==> src/rtl/serial_subtractor.sv <==
// Bit-serial WIDTH-bit subtractor: a - b - borrowIn, one bit per clock.
// Start/done handshake; result and borrow-out held until next completion.
module serial_subtractor #(
   parameter int WIDTH = 8
) (
   input  logic             iClk,
   input  logic             iRst_n,
   input  logic             iStart,
   input  logic             iB,
   input  logic [WIDTH-1:0] iData_a,
   input  logic [WIDTH-1:0] iData_b,
   output logic             oBusy,
   output logic             oDone,
   output logic [WIDTH-1:0] oData,
   output logic             oBorrow
);

   localparam int CW = $clog2(WIDTH);
   localparam logic [CW-1:0] LAST = CW'(WIDTH - 1);

   typedef enum logic [1:0] {
      IDLE,
      RUN,
      DONE
   } state_t;

   state_t state;
   state_t stateNext;

   logic [WIDTH-1:0] shA;
   logic [WIDTH-1:0] shB;
   logic [WIDTH-1:0] shR;
   logic             br;
   logic [CW-1:0]    cnt;

   logic d;
   logic brNext;
   logic load;
   logic last;

   always_comb begin
      d      = shA[0] ^ shB[0] ^ br;
      brNext = (~shA[0] & shB[0]) | (~(shA[0] ^ shB[0]) & br);
      last   = (cnt == LAST);
   end

   always_comb begin
      stateNext = state;
      load      = 1'b0;
      unique case (state)
         IDLE: begin
            if (iStart) begin
               stateNext = RUN;
               load      = 1'b1;
            end
         end
         RUN: begin
            if (last) stateNext = DONE;
         end
         DONE: begin
            if (iStart) begin
               stateNext = RUN;
               load      = 1'b1;
            end else begin
               stateNext = IDLE;
            end
         end
         default: stateNext = IDLE;
      endcase
   end

   always_ff @(posedge iClk or negedge iRst_n) begin
      if (!iRst_n) state <= IDLE;
      else         state <= stateNext;
   end

   // Outputs move only on the completion edge; during RUN they hold.
   always_ff @(posedge iClk or negedge iRst_n) begin
      if (!iRst_n) begin
         shA     <= '0;
         shB     <= '0;
         shR     <= '0;
         br      <= 1'b0;
         cnt     <= '0;
         oData   <= '0;
         oBorrow <= 1'b0;
      end else if (load) begin
         shA <= iData_a;
         shB <= iData_b;
         shR <= '0;
         br  <= iB;
         cnt <= '0;
      end else if (state == RUN) begin
         shA <= shA >> 1;
         shB <= shB >> 1;
         shR <= {d, shR[WIDTH-1:1]};
         br  <= brNext;
         cnt <= cnt + 1'b1;
         if (last) begin
            oData   <= {d, shR[WIDTH-1:1]};
            oBorrow <= brNext;
         end
      end
   end

   assign oBusy = (state == RUN);
   assign oDone = (state == DONE);

endmodule

==> config.mk <==
export PLATFORM = sky130hd
export DESIGN_NAME = serial_subtractor
export DESIGN_NICKNAME = d
export VERILOG_FILES = /design/src/rtl/serial_subtractor.sv
export SDC_FILE = /design/constraint.sdc
export NUM_CORES = 1
export LEC_CHECK = 0
export CAP_MARGIN = 20
export CORE_ASPECT_RATIO = 0.7
export CORE_MARGIN = 2
export CORE_UTILIZATION = 50
export DETAILED_ROUTE_END_ITERATION = 7
export GPL_TIMING_DRIVEN = 0
export PLACE_DENSITY_LB_ADDON = 0.25
export SETUP_SLACK_MARGIN = 0.4
export SLEW_MARGIN = 20
export SYNTH_ARGS = -nofsm -noshare
export SYNTH_HDL_FRONTEND = slang
export SYNTH_SLANG_ARGS = --single-unit
==> constraint.sdc <==
create_clock -name iClk -period 3.16 [get_ports iClk]
set_input_delay 0.632 -clock iClk [delete_from_list [all_inputs] [get_ports iClk]]
set_output_delay 0.632 -clock iClk [all_outputs]
set_load 0.02 [all_outputs]
==> results of run 1 <==
==> synthesized netlist by cell type, drive strengths merged <==
| library cell | n |
|---|---|
| dfrtp | 38 |
| a21oi | 16 |
| inv | 16 |
| mux2 | 12 |
| o22ai | 12 |
| a22o | 11 |
| buf | 6 |
| nor2b | 5 |
| a211oi | 3 |
| ha | 2 |
| mux2i | 2 |
| nand2b | 2 |
| nor2 | 2 |
| o21ai | 2 |
| a21o | 1 |
| clkbuf | 1 |
| fa | 1 |
| nand2 | 1 |
| nand3b | 1 |
==> final cells by class <==
class | instances | area, um2
Buffer | 7 | 36.3
Clock buffer | 5 | 68.8
Clock inverter | 3 | 68.8
Fill cell | 228 | 1000
Inverter | 16 | 60.1
Multi-Input combinational cell | 73 | 557
Sequential cell | 38 | 951
Tap cell | 38 | 47.5
Timing Repair Buffer | 31 | 315
==> through the flow <==
| stage | power (uW) | hold WS, ns | setup slack (ns) |
|---|---|---|---|
| 3_3_place_gp | 1640 | 0.473 | 0.637 |
| 4_1_cts | 2200 | 0.181 | 0.615 |
| 2_1_floorplan | 1380 | 0.336 | 1.57 |
| 6_report | 2180 | 0.185 | 0.645 |
| 5_1_grt | 2320 | 0.183 | 0.564 |
| 3_5_place_dp | 1690 | 0.485 | 0.958 |
==> power by group <==
group | total, uW | internal [uW] | switching (uW)
registers | 861 | 711 | 149
clock network | 498 | 316 | 182
logic | 821 | 411 | 410
total | 2180 | 1440 | 741
==> how the worst max path moves through the flow <==
stage,cells past startpoint,endpoint,start
floorplan,2,oDone,state[0]
global route,4,oBusy,state[1]
finish,4,oBusy,state[1]
CTS,4,oBusy,state[1]
detailed placement,4,oBusy,state[1]
global placement,1,oData[3],iRst_n
==> cell families after synthesis <==
kind of cell | synth area share [%]
compound gates | 18.2
flops | 59.3
buf+inv | 6.01
mux | 9.67
simple gates | 4.06
fa+ha+maj | 2.81
==> flip-flops by register name, indices dropped and copies added, names as in the netlist <==
name and flops:
br 1, oBorrow 1, shB 8, state 2, oData 8, shR 7, shA 8, cnt 3
==> critical path: stages, from the launching register on <==
cell	delay (ns)
dfrtp_1	0.38
buf_4	0.18
nand2b_1	0.23
inv_2	0.17
clkdlybuf4s50_1	0.62
==> per-layer routing <==
| layer | vias up | part of all wire, % |
|---|---|---|
| met2 | 26 | 48 |
| met3 | 4 | 5.3 |
| li1 | 549 | - |
| met5 | - | 0 |
| met4 | 0 | 1.4 |
| met1 | 558 | 45 |
==> placed cells by master, fill, tap and decap left out <==
master / synthesis / routed
mux2i_1: 2 / 2
o21ai_1: 2 / 2
a211oi_1: 3 / 3
mux2_1: 11 / 11
nor2b_1: 5 / 5
nand3b_1: 1 / 1
nand2_1: 1 / 1
ha_1: 2 / 2
bufinv_16: 0 / 2
nor2_1: 1 / 1
dfrtp_1: 38 / 38
inv_2: 2 / 2
a21o_1: 1 / 1
buf_4: 1 / 1
a22o_1: 11 / 11
mux2_2: 1 / 1
fa_1: 1 / 1
clkbuf_8: 0 / 5
nor2_2: 1 / 1
inv_1: 14 / 14
buf_12: 0 / 1
buf_2: 5 / 6
clkdlybuf4s50_1: 0 / 29
clkinv_4: 0 / 1
clkbuf_1: 1 / 1
nand2b_1: 2 / 2
o22ai_1: 12 / 12
a21oi_1: 16 / 16
==> metrics.yaml, run 1 <==
status:
  status: "finished, final reports clean"
cts:
  tritoncts: "done"
  cts_setup_buffers: 0
  cts_buffer_depth: 2
  cts_root_buf: "clkbuf_8"
  clk_latency_ns: 0.30
  post_cts_resized: 0
  htree_num_levels: 2
  cts-buffers-inserted: 5
  clk_pin_slew_ns: 0.08
  cts-hold-fix-buffers: 0
  cts.sinks: 38
power_and_ir_drop:
  ir_worst_vdd_mv: 0.525
  power.leakage_uw: 0.000985
  powerDensity_nw_per_um2: 1040
critical_path:
  regToRegStartpoint: "cnt[0]"
  cp_max_fo: 10
  r2r_setup_slack_ns: 1.46
  reg2reg_depth: 5
  critPathRequiredTime_ns: 2.53
  rr_endpoint: "oData[1]"
  start_kind: "flop"
  crit_arrival_ns: 1.88
  crit_type: "flop to output port"
  crit_path_end_kind: "output port"
synthesis:
  synth_largest_area_cell: "dfrtp_1"
  synth_fp_nets: 157
  yosysUniqueCellTypes: 23
  ys_seq_elements: 38
  netlist_instances: 134
  synth_top_area_share_pct: 59.3
  synth_area_um2: 1600
  synth.area.top_cells: "dfrtp_1 (59%), mux2_1 (7.7%), a22o_1 (6.0%)"
  synth_area_per_cell_um2: 12.0
  seq_area_frac_synth_pct: 59.3
  yosysWarnings: 0
drt:
  drc: 0
  routed_via_density: 5.39
  antenna_left: 0
  drtIter0Drc: 99
  wl_per_cell_um: 15.3
  vias: 1137
  drt_first_pass_iters: 4
  wirelength_um: 3230
cells_and_area:
  utilization_pct: 67.8
  stdcell_count: 211
  diodes: 0
  final_area_um2: 2100
  final_nets: 195
  syn_to_final_growth_pct: 31.2
  drive_gt1_share_pct: 11.6
sta:
  min_period_ns: 2.51
  finalCritPeriodShare_pct: 79.6
  setup-tns-final_ns: 0
  max_freq_ghz: 0.398
  maxSlewViolCount: 0
  tightest_slew_ns: 0.387
  slew_headroom_pct: 74.2
  hold_viol_final: 0
  finalSetupViolCount: 0
  fin_skew_ns: 0.00882
  rsz0062_at_grt: "false"
global_route:
  first_global_vias: 1168
  grt-ovfl-total: 0
  met1_usage_pct: 25.8
  grt.total_usage_pct: 20.2
  met2_usage_pct: 33.3
  grt_pass1_wl_um: 5560
  grt_max_degree: 31
  grt_antenna_before_repair: 0
  top_usage_layer: "met2"
  use_met3_pct: 5.33
placed_design:
  place_area_um2: 1970
  portBuffers: 30
  place_congestion: 0.733
  placed_cells: 203
  hpwl_um: 2260
die:
  io-pin-count: 31
  dieArea_um2: 3680
  start_util_pct: 51.7
  coreArea_um2: 3110
  die_y_um: 51.4
  rows: 17
  die_x_um: 71.7
hold_path:
  min_path_type: "primary input to async pin"
flow_run:
  max_cap_viol_count: 0
Power figures use the tool's default switching activity.
==> inputs of run 2 (changes only) <==
--- a/config.mk
+++ b/config.mk
@@ -8,7 +8,7 @@
 export CAP_MARGIN = 20
 export CORE_ASPECT_RATIO = 0.7
 export CORE_MARGIN = 2
-export CORE_UTILIZATION = 50
+export CORE_UTILIZATION = 45
 export DETAILED_ROUTE_END_ITERATION = 7
 export GPL_TIMING_DRIVEN = 0
 export PLACE_DENSITY_LB_ADDON = 0.25
==> constraint.sdc (replaced) <==
create_clock -name iClk -period 2.21 [get_ports iClk]
set_input_delay 0.442 -clock iClk [delete_from_list [all_inputs] [get_ports iClk]]
set_output_delay 0.442 -clock iClk [all_outputs]
set_load 0.02 [all_outputs]
==> metrics.yaml, run 2 (synthesis gave the netlist of run 1 again) <==
drt:
  antenna_left: 0  # unchanged
  drtIter0Drc: 122  # +23%
  vias: 1164  # +2.4%
  drt_first_pass_iters: 4  # unchanged
  routed_via_density: 5.13  # -4.8%
  wirelength_um: 2970  # -8.0%
  drc: 0  # unchanged
  wl_per_cell_um: 13.1  # -14%
cells_and_area:
  diodes: 0  # unchanged
  final_area_um2: 2160  # +2.7%
  n_fill_cell: 288  # +26%
  stdcell_count: 227  # +7.6%
  final_cell_mix: "dfrtp_1 (37), clkdlybuf4s50_1 (27), a21oi_1 (16)"
  drive_gt1_share_pct: 15.8  # +4.3 points
  syn_to_final_growth_pct: 34.7
  layout_commonest_cell: "dfrtp_1"
  final_nets: 199  # +2.1%
  utilization_pct: 62.3  # -5.5 points
  reg.largest.list: "oData (8), shA (8), shB (8)"
status:
  status: "finished, final reports clean"
sta:
  min_period_ns: 1.75
  tightest_slew_ns: 0.338  # -0.0496 ns
  rsz0062_at_grt: "true"
  fin_skew_ns: 0.00583  # -0.00299 ns
  slew_headroom_pct: 77.4  # +3.2 points
  finalSetupViolCount: 0  # unchanged
  max_freq_ghz: 0.570
  finalCritPeriodShare_pct: 79.4
  hold_viol_final: 0  # unchanged
  maxSlewViolCount: 0  # unchanged
critical_path:
  crit_arrival_ns: 1.31  # -0.57 ns
  crit_type: "flop to output port"
  cp_slowest_cell: "dfrtp_1"
  cp_num_buf_inv: 3  # unchanged
  path_delay_family: "buffers and inverters"
  max_stage_delay_ns: 0.37  # -0.25 ns
  crit_chain: "buf_4, nand2b_4, inv_2, clkdlybuf4s15_2"
  reg2reg_depth: 5  # unchanged
  start_kind: "flop"
  cp_max_fo: 10  # unchanged
  critPathRequiredTime_ns: 1.77  # -0.76 ns
  crit_path_end_kind: "output port"
  rr_endpoint: "oData[7]"
  regToRegStartpoint: "cnt[0]"
  r2r_setup_slack_ns: 0.56  # -0.90 ns
global_route:
  grt_antenna_before_repair: 0  # unchanged
  grt_max_degree: 31  # unchanged
  grt.total_usage_pct: 16.5  # -3.7 points
  grt_pass1_wl_um: 4870  # -12%
  first_global_vias: 1078  # -7.7%
  grt-ovfl-total: 0  # unchanged
placed_design:
  portBuffers: 30  # unchanged
  place_congestion: 0.756  # +3.1%
  place_area_um2: 1980  # +0.76%
  placed_cells: 215  # +5.9%
  hpwl_um: 2100  # -7.3%
power_and_ir_drop:
  ir_worst_vdd_mv: 0.842  # +60%
  powerDensity_nw_per_um2: 1450  # +40%
  power.leakage_uw: 0.00101  # +2.5%
  power_uw: 3130  # +43%
cts:
  cts_root_buf: "clkbuf_8"
  tritoncts: "done"
  cts-buffers-inserted: 5  # unchanged
  clk_latency_ns: 0.29  # about the same
  clk_pin_slew_ns: 0.07  # about the same
  htree_num_levels: 2  # unchanged
  cts_buffer_depth: 2  # unchanged
  cts.sinks: 38  # unchanged
die:
  coreArea_um2: 3470  # +12%
  rows: 18  # +1
  start_util_pct: 46.2  # -5.4 points
  die_y_um: 54.0  # +5.0%
  io-pin-count: 31  # unchanged
  die_x_um: 75.4  # +5.1%
  dieArea_um2: 4070  # +10%
flow_run:
  max_cap_viol_count: 0  # unchanged
hold_path:
  holdCritStartpoint: "oData[0]"
  worstHoldEndpoint: "oData[0]"
  min_path_type: "flop to flop"
  hold_depth: 1
run 2: metrics by stage:
stage / TNS (ns) / worst slack, ns / hold WS, ns
after floorplan: 0 / 0.714 / 0.146
after global placement: -5.07 / -0.135 / 0.472
after detailed placement: 0 / 0.197 / 0.312
after CTS: 0 / 0.357 / 0.000500
after global routing: 0 / 0.390 / 0.511
final: 0 / 0.456 / 0.491
run 2: area by class of cell:
class	instances	area, um2	share of cell area, %
buffer	7	40.0	1.85
clock buffer	5	68.8	3.18
clock inverter	3	68.8	3.18
inverter	16	60.1	2.78
multi-input combinational	73	564	26.1
sequential	38	952	44.1
tap	50	62.6	2.90
timing repair buffer	35	344	15.9
run 2: worst max-delay path by stage:
stage                  start  endpoint  cells after the start
floorplan             cnt[0]  oData[0]                      5
global placement      iRst_n  oData[2]                      1
detailed placement  state[1]     oBusy                      4
CTS                 state[1]     oBusy                      4
global route        state[1]     oBusy                      4
finish              state[1]     oBusy                      4
run 2: report_power, final:
part	internal, uW	switching (uW)
Combinational	625	596
Clock	452	243
Sequential	1020	191
run 2: layer usage:
metal,GRT usage (%),vias up,wire (um)
met2,24.2,27,1280
met1,24.0,575,1530
li1,-,560,-
met5,0,-,0
met4,4.39,0,19
met3,5.06,2,137
run 2: what timing repair did:
| item | in CTS | in global routing |
|---|---|---|
| endpoints found under the hold margin | 0 | 4 |
| gates resized for setup | 11 | 1 |
| setup buffers | 1 | 2 |
| gates cloned | 0 | 0 |
| setup endpoints to repair | 2 | 2 |
| hold buffers | 0 | 1 |
